--- config.mk ---
export PLATFORM = sky130hd
export DESIGN_NAME = multi_state_sequencer
export DESIGN_NICKNAME = d
export VERILOG_FILES = /design/src/rtl/multi_state_sequencer.sv
export SDC_FILE = /design/constraint.sdc
export NUM_CORES = 1
export LEC_CHECK = 0
export ABC_AREA = 0
export BUFFER_PORTS_ARGS = -buffer_cell sky130_fd_sc_hd__buf_2
export CORE_AREA = 8 8 81 83
export DETAILED_ROUTE_END_ITERATION = 6
export DIE_AREA = 0 0 89 91
export GPL_TIMING_DRIVEN = 0
export SYNTH_ARGS = -nofsm -noshare
export SYNTH_HDL_FRONTEND = slang
export SYNTH_SLANG_ARGS = --single-unit
--- constraint.sdc ---
create_clock -name clk -period 2.4 [get_ports clk]
set_input_delay 0.24 -clock clk [delete_from_list [all_inputs] [get_ports clk]]
set_output_delay 0.24 -clock clk [all_outputs]
set_load 0.02 [all_outputs]
--- src/rtl/multi_state_sequencer.sv ---
// multi_state_sequencer: step-code sequencer for the multicycle MIPS controller.
// Define MULTI_SEQ_PERF_EN to add the cycle_cnt/stall_cnt performance counters.
module multi_state_sequencer #(
    parameter int         CNT_W    = 32,
    parameter logic [2:0] MAX_STEP = 3'd4
) (
    input  logic             clk,
    input  logic             rst,
    input  logic             en,
    input  logic             stall,
    input  logic [5:0]       Op,
    input  logic             next_ins,
    output logic [2:0]       state,
    output logic             ins_start,
    output logic             ins_done,
    output logic [CNT_W-1:0] retired,
    output logic             illegal_op,
    output logic             seq_err
`ifdef MULTI_SEQ_PERF_EN
    ,
    output logic [CNT_W-1:0] cycle_cnt,
    output logic [CNT_W-1:0] stall_cnt
`endif
);
    localparam logic [CNT_W-1:0] ONE = 1;
    logic [2:0]       state_q, state_d, last;
    logic             done_q, done_d, ill_q, ill_d, err_q, err_d, adv, legal;
    logic [CNT_W-1:0] ret_q, ret_d;
    assign adv   = en & ~stall;
    assign legal = Op inside {6'b000000, 6'b001000, 6'b100011, 6'b101011, 6'b000100, 6'b000010};
    assign last  = (Op == 6'b100011) ? 3'd4 : (Op == 6'b000100 || Op == 6'b000010) ? 3'd2 : 3'd3;
    always_ff @(posedge clk or posedge rst) begin
        if (rst) begin
            state_q <= '0;
            done_q  <= 1'b0;
            ill_q   <= 1'b0;
            err_q   <= 1'b0;
            ret_q   <= '0;
        end else begin
            state_q <= state_d;
            done_q  <= done_d;
            ill_q   <= ill_d;
            err_q   <= err_d;
            ret_q   <= ret_d;
        end
    end
    // Pulses are cleared on every edge, so a stall never stretches them.
    always_comb begin
        state_d = state_q;
        done_d  = 1'b0;
        ill_d   = 1'b0;
        err_d   = err_q;
        ret_d   = ret_q;
        if (adv) begin
            if (state_q == 3'd0) begin
                state_d = 3'd1;
            end else if (state_q == 3'd1 && !legal) begin
                state_d = 3'd0;
                ill_d   = 1'b1;
            end else if (next_ins || state_q == MAX_STEP) begin
                state_d = 3'd0;
                done_d  = 1'b1;
                ret_d   = ret_q + ONE;
                err_d   = err_q | ~next_ins | (state_q != last);
            end else begin
                state_d = state_q + 3'd1;
                err_d   = err_q | (state_q == last);
            end
        end
    end
    always_comb begin
        state      = state_q;
        ins_start  = (state_q == 3'd0) & adv;
        ins_done   = done_q;
        illegal_op = ill_q;
        seq_err    = err_q;
        retired    = ret_q;
    end
`ifdef MULTI_SEQ_PERF_EN
    logic [CNT_W-1:0] cyc_q, stl_q;
    always_ff @(posedge clk or posedge rst) begin
        if (rst) begin
            cyc_q <= '0;
            stl_q <= '0;
        end else begin
            cyc_q <= cyc_q + (en ? ONE : '0);
            stl_q <= stl_q + ((en & stall) ? ONE : '0);
        end
    end
    assign cycle_cnt = cyc_q;
    assign stall_cnt = stl_q;
`endif
endmodule
# Word level (Yosys, flattened, before mapping)
# Cells that the tools add are included.
# word_totals
regBits	38
out_inout_bits	39
inputBits	11
# op_classes
n_addsub	2
bitwise	9
n_eq_ne	9
muxes	13
reduce_logical	9
# ops
cell	count
$add 32x1->32 const B	1
$eq 6x6->1 const B	2
$mux 3	4
$mux 1	9
$eq 6x2->1 const B	1
$eq 6x3->1 const B	1
$eq 6x4->1 const B	1
$logic_not 6->1	1
$reduce_bool 6->1	1
$not 1->1	4
$reduce_and 4->1	1
$add 3x1->3 const B	1
$eq 3x1->1 const B	1
$eq 3x3->1	1
$eq 3x3->1 const B	1
$logic_not 3->1	1
$ne 3x3->1	1
$or 1x1->1	3
$reduce_and 3->1	1
$and 1x1->1	2
$logic_or 1x1->1	2
$logic_and 1x1->1	1
$logic_not 1->1	1

# Logic depth before layout (Yosys ltp)
# Gate-level depths: netlist of the first run.
# depth
word_depth	7
mapped_depth	8
mapped_depth_nobuf	7

# Least setup slack after synthesis of the first run
# Ideal clock, no wire load.
# synth_path
path_type	reg2reg
from	register state_q[0] (netlist: state[0])
to	register ret_q[30] (netlist: retired[30])
synth_period_minus_slack_ns	2.032
setup_slack_ns	0.368
stages_incl_launch_ff	8
required_ns	2.320
setup_ns	0.080
arrival_time_ns	1.952
n_path_buf	0
cell_sequence	dfrtp_1 > inv_1 > ha_1 > a21oi_1 > nor4b_4 > nand4_1 > nor4_1 > xor2_1
# synth_via
elab_chain_cells	4
word_cells_on_any_way	8
# synth_lines
item	line	rtl
start: declaration	26	logic [2:0] state_q, state_d, last;
start signal: assignment	40	state_q <= state_d;
$eq 3x1->1	57	end else if (state_q == 3'd1 && !legal) begin
$logic_and 1x1->1	57	
$not 1->1 (no line)	-	
$reduce_and 4->1 (no line) *	-	
end signal: assignment	44	ret_q <= ret_d;
end: declaration	28	logic [CNT_W-1:0] ret_q, ret_d;
# Mark *: on every way between the ends. The rest lies on a longest branch, timed or not.
# A chain may end at the register's enable or synchronous reset.

# Worst setup path after layout of the first run
# Ends and elaborated chain as after synthesis.

==> impl_table.tex, run 1 <==
\begin{tabular}{lr}
\hline
Metric & Value \\
\hline
\multicolumn{2}{l}{\textbf{Floorplan}} \\
Io pins & 50 \\
Initial core utilization & 38.1\% \\
Horizontal die dimension & 89 um \\
Die height & 91 um \\
Floorplan core area & 5340 sq um \\
Overall die area & 8100 sq um \\
Number of rows created at floorplan & 27 \\
\multicolumn{2}{l}{\textbf{GRT}} \\
GR Util met3 & 3.60\% \\
GRT Residual Overflow & 0 \\
Largest net degree at the start of global routing & 39 \\
Initial antenna violation count & 0 \\
Overall routing resource usage & 12.3\% \\
Global-route wire length before repair & 7850 um \\
Met2 layer usage reported by global route & 18.5\% \\
Number of global-route vias before repair & 1603 \\
Most congested layer reported by global routing & met2 \\
Global-route met1 utilization & 16.3\% \\
\multicolumn{2}{l}{\textbf{Route}} \\
Routed WL & 4610 um \\
Post-detailed-route count of antenna-violating nets & 0 \\
Violation count after the first detailed-routing iteration & 67 \\
Average wire per cell in the routed design & 14.4 um \\
Detailed-route DRC error count & 0 \\
Count of TritonRoute iterations in the first routing pass & 4 \\
Via count & 1582 \\
Vias per Instance & 4.94 \\
\multicolumn{2}{l}{\textbf{Placement}} \\
Pre-CTS setup slack & 62.5 ps \\
Placed wire-length estimate & 3470 um \\
Final weighted congestion of routability-driven global placement & 0.787 \\
Count of buffers from port buffering & 49 \\
Placed cell count & 311 \\
\multicolumn{2}{l}{\textbf{Synth}} \\
Top flip-flop cell by instance count after synthesis & sky130\_fd\_sc\_hd\_\_dfrtp\_1 \\
Mean instance size in the synthesized netlist & 10.7 sq um \\
Area share of the leading cell type in the synthesized netlist & 46.7\% \\
Number of flops mapped to enable cells by yosys & 0 \\
Synth Instances & 190 \\
Async set-or-reset flop fraction in the synthesized netlist & 100\% \\
Post-synthesis sequential element count & 38 \\
Sequential element share of the synthesized area & 46.7\% \\
Most frequently used cell type in the post-synthesis netlist & sky130\_fd\_sc\_hd\_\_dfrtp\_1 \\
Warnings from Yosys & 0 \\
Cells taking the most area after synthesis & sky130\_fd\_sc\_hd\_\_dfrtp\_1 (47\%), sky130\_fd\_sc\_hd\_\_xnor2\_1 (7.3\%), sky130\_fd\_sc\_hd\_\_xor2\_1 (6.9\%) \\
Commonest cells in the netlist & sky130\_fd\_sc\_hd\_\_dfrtp\_1 (38), sky130\_fd\_sc\_hd\_\_xnor2\_1 (17), sky130\_fd\_sc\_hd\_\_xor2\_1 (16) \\
Most area-hungry cell type in the Yosys netlist & sky130\_fd\_sc\_hd\_\_dfrtp\_1 \\
Post-synthesis instance area & 2040 sq um \\
Distinct cell type count of the synthesized netlist & 39 \\
Synthesized Nets & 205 \\
\multicolumn{2}{l}{\textbf{Power and ir drop}} \\
Leak Pwr & 1.24 nW \\
Maximum resistive drop on vdd & 302 uV \\
Pwr dens & 645 nW/um\^{}2 \\
\multicolumn{2}{l}{\textbf{CTS}} \\
Sinks on Clock Net & 38 \\
Total number of H-tree levels & 2 \\
Clock buffers created by TritonCTS & 5 \\
Clock latency of the later-clocked register in the worst-skew pair & 290 ps \\
Clock edge transition at the registers on the reported setup and hold paths & 70 ps \\
Clock tree from TritonCTS & done \\
Clk buf depth & 2 \\
Clk Tree Root Cell & sky130\_fd\_sc\_hd\_\_clkbuf\_8 \\
\multicolumn{2}{l}{\textbf{Timing}} \\
Setup repair after global routing missed its margin & false \\
Setup Viol. Count Final & 0 \\
Max Freq & 450 MHz \\
Transition at the pin with the smallest max-transition slack & 793 ps \\
Crit path time final & 2220 ps \\
Setup Total Neg Slack & 0 ps \\
Number of max-slew violations in the final report & 0 \\
Share of the clock period used by the worst path & 92.6\% \\
Crit path setup slack, layout & 177 ps \\
Max Clock Skew & 9.43 ps \\
Worst slew slack as a fraction of its limit & 47.0\% \\
Number of failing hold endpoints at the final stage & 0 \\
\multicolumn{2}{l}{\textbf{Setup path}} \\
Endpoint kind of the worst setup timing path & register \\
Count of buffer and inverter cells on the critical path & 2 \\
Data arrival time of the critical path & 2430 ps \\
Critical Path, Cell by Cell & inv\_1 > ha\_1 > a21oi\_1 > nor4b\_4 > nand4\_1 > buf\_4 > nor4\_2 > xor2\_1 \\
Highest-delay cell along the critical path & sky130\_fd\_sc\_hd\_\_dfrtp\_1 \\
Start-to-end type of the worst setup path & register to register \\
Max incr delay on CP & 430 ps \\
Critical path's top delay family & simple AND/OR/NAND/NOR gates \\
Sort of element at the start of the critical path & register \\
Required time worst endpoint & 2610 ps \\
Maximum fanout along the worst path & 5 \\
\multicolumn{2}{l}{\textbf{Hold path}} \\
Worst Hold Class & primary input to asynchronous set/reset pin \\
\multicolumn{2}{l}{\textbf{Flow run}} \\
Maxcap violations & 0 \\
\multicolumn{2}{l}{\textbf{Run status}} \\
Status & complete, no violations \\
\multicolumn{2}{l}{\textbf{Final layout}} \\
Layout Nets & 262 \\
Final Instance Count excl. Fillers & 320 \\
Share of post-route cells with drive strength above 1 & 30.2\% \\
Antenna cell count & 0 \\
P\&R area growth vs syn & 21.9\% \\
\hline
\end{tabular}
==> cells by family after synthesis <==
group | count (synthesis) | synth area share, %
adders and majority gates | 4 | 2.46
AOI/OAI and AO/OA | 13 | 5.78
DFF | 38 | 46.7
muxes | 3 | 1.60
buffers and inverters | 10 | 2.64
xor gates and xnor gates | 33 | 14.2
and+or+nand+nor | 89 | 26.6
==> area by class of cell <==
cell class | count | area, sq um
buffer | 3 | 27.5
clock buffer | 7 | 86.3
clock inverter | 1 | 5.00
fill | 544 | 2860
inverter | 7 | 26.3
multi-input combinational | 142 | 1040
sequential | 38 | 951
tap | 72 | 90.1
timing repair buffer | 50 | 253
==> repair_timing <==
| item | CTS | global route |
|---|---|---|
| resized for setup | 0 | 2 |
| hold buffers | 0 | 0 |
| buffers inserted | 0 | 1 |
| endpoints found under the setup margin | 0 | 4 |
==> state kept, by name, indices dropped and copies added (netlist names) <==
signal and flops:
illegal_op 1, ins_done 1, retired 32, seq_err 1, state 3
==> path summary, 6_finish.rpt <==
kind | from | endpoint | slack, ps | cells after the start
worst max-delay path | state[0] | retired[30] | 180 | 8
worst min-delay path | rst | retired[4] | 100 | 2
worst max register to register | state[0] | retired[30] | 180 | 8
worst min register to register | retired[31] | retired[31] | 460 | 1
max in group asynchronous | rst | retired[10] | 1790 | 2
min in group clk | stall | state[2] | 280 | 4
==> where the power goes <==
group | internal (mW) | switching [mW] | total (mW) | leakage (nW)
clock | 0.232 | 0.216 | 0.448 | 0.0482
combinational | 0.149 | 0.251 | 0.400 | 0.688
sequential | 0.690 | 0.0635 | 0.753 | 0.503
==> placed cells by master, fill, tap and decap left out, types with 2 or more instances in the layout <==
| cell | n |
|---|---|
| sky130_fd_sc_hd__nor2_1 | 14 |
| sky130_fd_sc_hd__nor4_2 | 3 |
| sky130_fd_sc_hd__nand2_1 | 14 |
| sky130_fd_sc_hd__mux2_2 | 2 |
| sky130_fd_sc_hd__buf_6 | 2 |
| sky130_fd_sc_hd__o21ai_0 | 2 |
| sky130_fd_sc_hd__nor4b_4 | 2 |
| sky130_fd_sc_hd__clkbuf_8 | 6 |
| sky130_fd_sc_hd__nor3b_1 | 2 |
| sky130_fd_sc_hd__nand2b_1 | 3 |
| sky130_fd_sc_hd__xnor2_1 | 17 |
| sky130_fd_sc_hd__dfrtp_1 | 38 |
| sky130_fd_sc_hd__ha_1 | 4 |
| sky130_fd_sc_hd__nor4_1 | 2 |
| sky130_fd_sc_hd__xor2_1 | 16 |
| sky130_fd_sc_hd__nand4_1 | 9 |
| sky130_fd_sc_hd__buf_2 | 50 |
| sky130_fd_sc_hd__nand3_1 | 14 |
| sky130_fd_sc_hd__inv_1 | 6 |
| sky130_fd_sc_hd__and4_1 | 2 |
| sky130_fd_sc_hd__nor3_1 | 11 |
| sky130_fd_sc_hd__and3_1 | 7 |
==> layer usage <==
layer	share of wire (%)	routed length [um]	up-vias
met2	45	2100	35
li1	-	-	791
met3	4.8	222	4
met4	1.3	62	0
met1	48	2230	752
met5	0	0	-
==> through the flow <==
step / area (sq um) / power, mW / hold WS [ps] / utilization, %
2_1_floorplan: 2040 / 1.04 / 432 / -
3_3_place_gp: 2370 / 1.17 / 454 / 44.4
3_5_place_dp: 2370 / 1.17 / 445 / 44.4
4_1_cts: 2460 / 1.62 / 127 / 46.1
5_1_grt: 2480 / 1.70 / 163 / 46.5
6_report: 2480 / 1.60 / 99.6 / 46.5
Note: power is estimated with default switching activity, not from simulation.
==> inputs of run 2 (changes only) <==
Clock period 2.4 ns to 2.8 ns, I/O delays scaled along.
==> impl_table.tex, run 2 (synthesized netlist as in run 1, its figures left out) <==
\begin{tabular}{lr}
\hline
Metric & Value \\
\hline
\multicolumn{2}{l}{\textbf{Placement}} \\
Count of buffers from port buffering & 49 \\
Placed wire-length estimate & 3470 um \\
Final weighted congestion of routability-driven global placement & 0.787 \\
Post-Place Cell Area & 2370 sq um \\
\multicolumn{2}{l}{\textbf{CTS}} \\
Total number of H-tree levels & 2 \\
Clk buf depth & 2 \\
Number of buffers added to fix hold violations after cts & 0 \\
Post-CTS Resized & 0 \\
Post-CTS Setup Repair Bufs & 0 \\
Clock edge transition at the registers on the reported setup and hold paths & 70 ps \\
Clock buffers created by TritonCTS & 5 \\
Sinks on Clock Net & 38 \\
Clock latency of the later-clocked register in the worst-skew pair & 290 ps \\
Clock tree from TritonCTS & done \\
Clk Tree Root Cell & sky130\_fd\_sc\_hd\_\_clkbuf\_8 \\
\multicolumn{2}{l}{\textbf{Floorplan}} \\
Horizontal die dimension & 89 um \\
Floorplan core area & 5340 sq um \\
Initial core utilization & 38.1\% \\
Number of rows created at floorplan & 27 \\
Overall die area & 8100 sq um \\
Io pins & 50 \\
Die height & 91 um \\
\multicolumn{2}{l}{\textbf{Final layout}} \\
Layout Nets & 261 \\
Antenna cell count & 0 \\
Number of flip-flops in the largest register & 32 \\
Final design instance area without fill & 2460 sq um \\
P\&R area growth vs syn & 21.0\% \\
Share of post-route cells with drive strength above 1 & 29.1\% \\
Layout filler cell count & 542 \\
Most common library cell in the layout ignoring fill and taps & sky130\_fd\_sc\_hd\_\_buf\_2 \\
Most frequent cells in the layout & sky130\_fd\_sc\_hd\_\_buf\_2 (50), sky130\_fd\_sc\_hd\_\_dfrtp\_1 (38), sky130\_fd\_sc\_hd\_\_xnor2\_1 (17) \\
\multicolumn{2}{l}{\textbf{Route}} \\
Post-detailed-route count of antenna-violating nets & 0 \\
Vias per Instance & 4.93 \\
Detailed-route DRC error count & 0 \\
Violation count after the first detailed-routing iteration & 78 \\
Routed WL & 4600 um \\
Count of TritonRoute iterations in the first routing pass & 4 \\
Via count & 1573 \\
Average wire per cell in the routed design & 14.4 um \\
\multicolumn{2}{l}{\textbf{GRT}} \\
Global-route wire length before repair & 7850 um \\
Number of global-route vias before repair & 1603 \\
GRT Residual Overflow & 0 \\
Overall routing resource usage & 12.3\% \\
Most congested layer reported by global routing & met2 \\
Initial antenna violation count & 0 \\
Largest net degree at the start of global routing & 39 \\
Global-route met1 utilization & 16.3\% \\
GR Util met3 & 3.60\% \\
Met2 layer usage reported by global route & 18.5\% \\
\multicolumn{2}{l}{\textbf{Power and ir drop}} \\
Internal power & 0.917 mW \\
Pwr dens & 557 nW/um\^{}2 \\
Leak Pwr & 1.24 nW \\
Net Switching & 0.454 mW \\
Sequential group share of total power & 47.1\% \\
Relative contribution of the clock network to total power & 28.1\% \\
Comb pwr share & 24.8\% \\
Maximum resistive drop on vdd & 258 uV \\
Share of total power consumed by net switching & 33.1\% \\
\multicolumn{2}{l}{\textbf{Setup path}} \\
Crit. Startpoint & state[0] \\
Data arrival time of the critical path & 2590 ps \\
R2R Setup Slk & 430 ps \\
Start-to-end type of the worst setup path & register to register \\
Worst reg2reg path depth & 7 \\
Maximum fanout along the worst path & 5 \\
Required time worst endpoint & 3010 ps \\
Worst r2r dst & retired[30] \\
Start of the worst register-to-register path & state[0] \\
Sort of element at the start of the critical path & register \\
Endpoint kind of the worst setup timing path & register \\
\multicolumn{2}{l}{\textbf{Timing}} \\
Max Freq & 421 MHz \\
Setup repair after global routing missed its margin & false \\
Setup Viol. Count Final & 0 \\
Number of failing hold endpoints at the final stage & 0 \\
Worst slew slack as a fraction of its limit & 46.9\% \\
Crit path time final & 2370 ps \\
Share of the clock period used by the worst path & 84.8\% \\
Transition at the pin with the smallest max-transition slack & 796 ps \\
Max Clock Skew & 9.88 ps \\
Setup Total Neg Slack & 0 ps \\
Worst hold-check slack & 141 ps \\
Number of max-slew violations in the final report & 0 \\
\multicolumn{2}{l}{\textbf{Run status}} \\
Status & complete, no violations \\
\multicolumn{2}{l}{\textbf{Hold path}} \\
Worst Hold Class & primary input to asynchronous set/reset pin \\
\multicolumn{2}{l}{\textbf{Flow run}} \\
Maxcap violations & 0 \\
\hline
\end{tabular}
[run 2: cell types whose count changed in the layout (fill, tap and decap cells not counted)]
cell	delta
sky130_fd_sc_hd__buf_4	-1
sky130_fd_sc_hd__nor4_2	-2
sky130_fd_sc_hd__nor4_1	+2
[run 2: power by group through the flow]
stage          Combinational [mW]  Clock [mW]  Sequential, mW
6_report                    0.340       0.386           0.646
5_1_grt                     0.376       0.421           0.657
4_1_cts                     0.346       0.396           0.646
3_5_place_dp                0.345           0           0.657
3_3_place_gp                0.342           0           0.658
2_1_floorplan               0.188           0           0.701
[run 2: layout make-up]
type                            count  area (sq um)  share of cell area [%]
Multi-Input combinational cell    142          1030                    41.9
Sequential cell                    38           951                    38.6
Timing Repair Buffer               49           245                    9.96
Tap cell                           72          90.1                    3.66
Clock buffer                        7          86.3                    3.51
Buffer                              3          27.5                    1.12
Inverter                            7          26.3                    1.07
Clock inverter                      1          5.00                   0.203
[run 2: worst max-delay path by stage]
stage                              to  slack (ps)  cells past startpoint
after global placement    retired[30]         520                      7
final                     retired[30]         430                      7
after CTS                 retired[30]         440                      7
after detailed placement  retired[30]         460                      7
after global routing      retired[30]         200                      7
after floorplan           retired[30]         770                      7
[run 2: routing by layer]
layer	vias up	routed length [um]
met2	37	2070
met4	0	64
li1	788	-
met3	6	242
met1	742	2220
met5	-	0
[run 2: metrics by stage]
step                      setup slack, ps  cells  utilization, %  power, mW
after floorplan                       768    190               -      0.888
after global placement                525    311            44.4       1.00
after detailed placement              462    311            44.4       1.00
after CTS                             440    319            46.1       1.39
after global routing                  202    319            46.1       1.45
final                                 426    319            46.1       1.37
[run 2: critical path, stage by stage, from the launching register on]
cell	delay (ps)
sky130_fd_sc_hd__dfrtp_1	430
sky130_fd_sc_hd__inv_1	140
sky130_fd_sc_hd__ha_1	280
sky130_fd_sc_hd__a21oi_1	200
sky130_fd_sc_hd__nor4b_4	400
sky130_fd_sc_hd__nand4_1	260
sky130_fd_sc_hd__nor4_1	400
sky130_fd_sc_hd__xor2_1	180
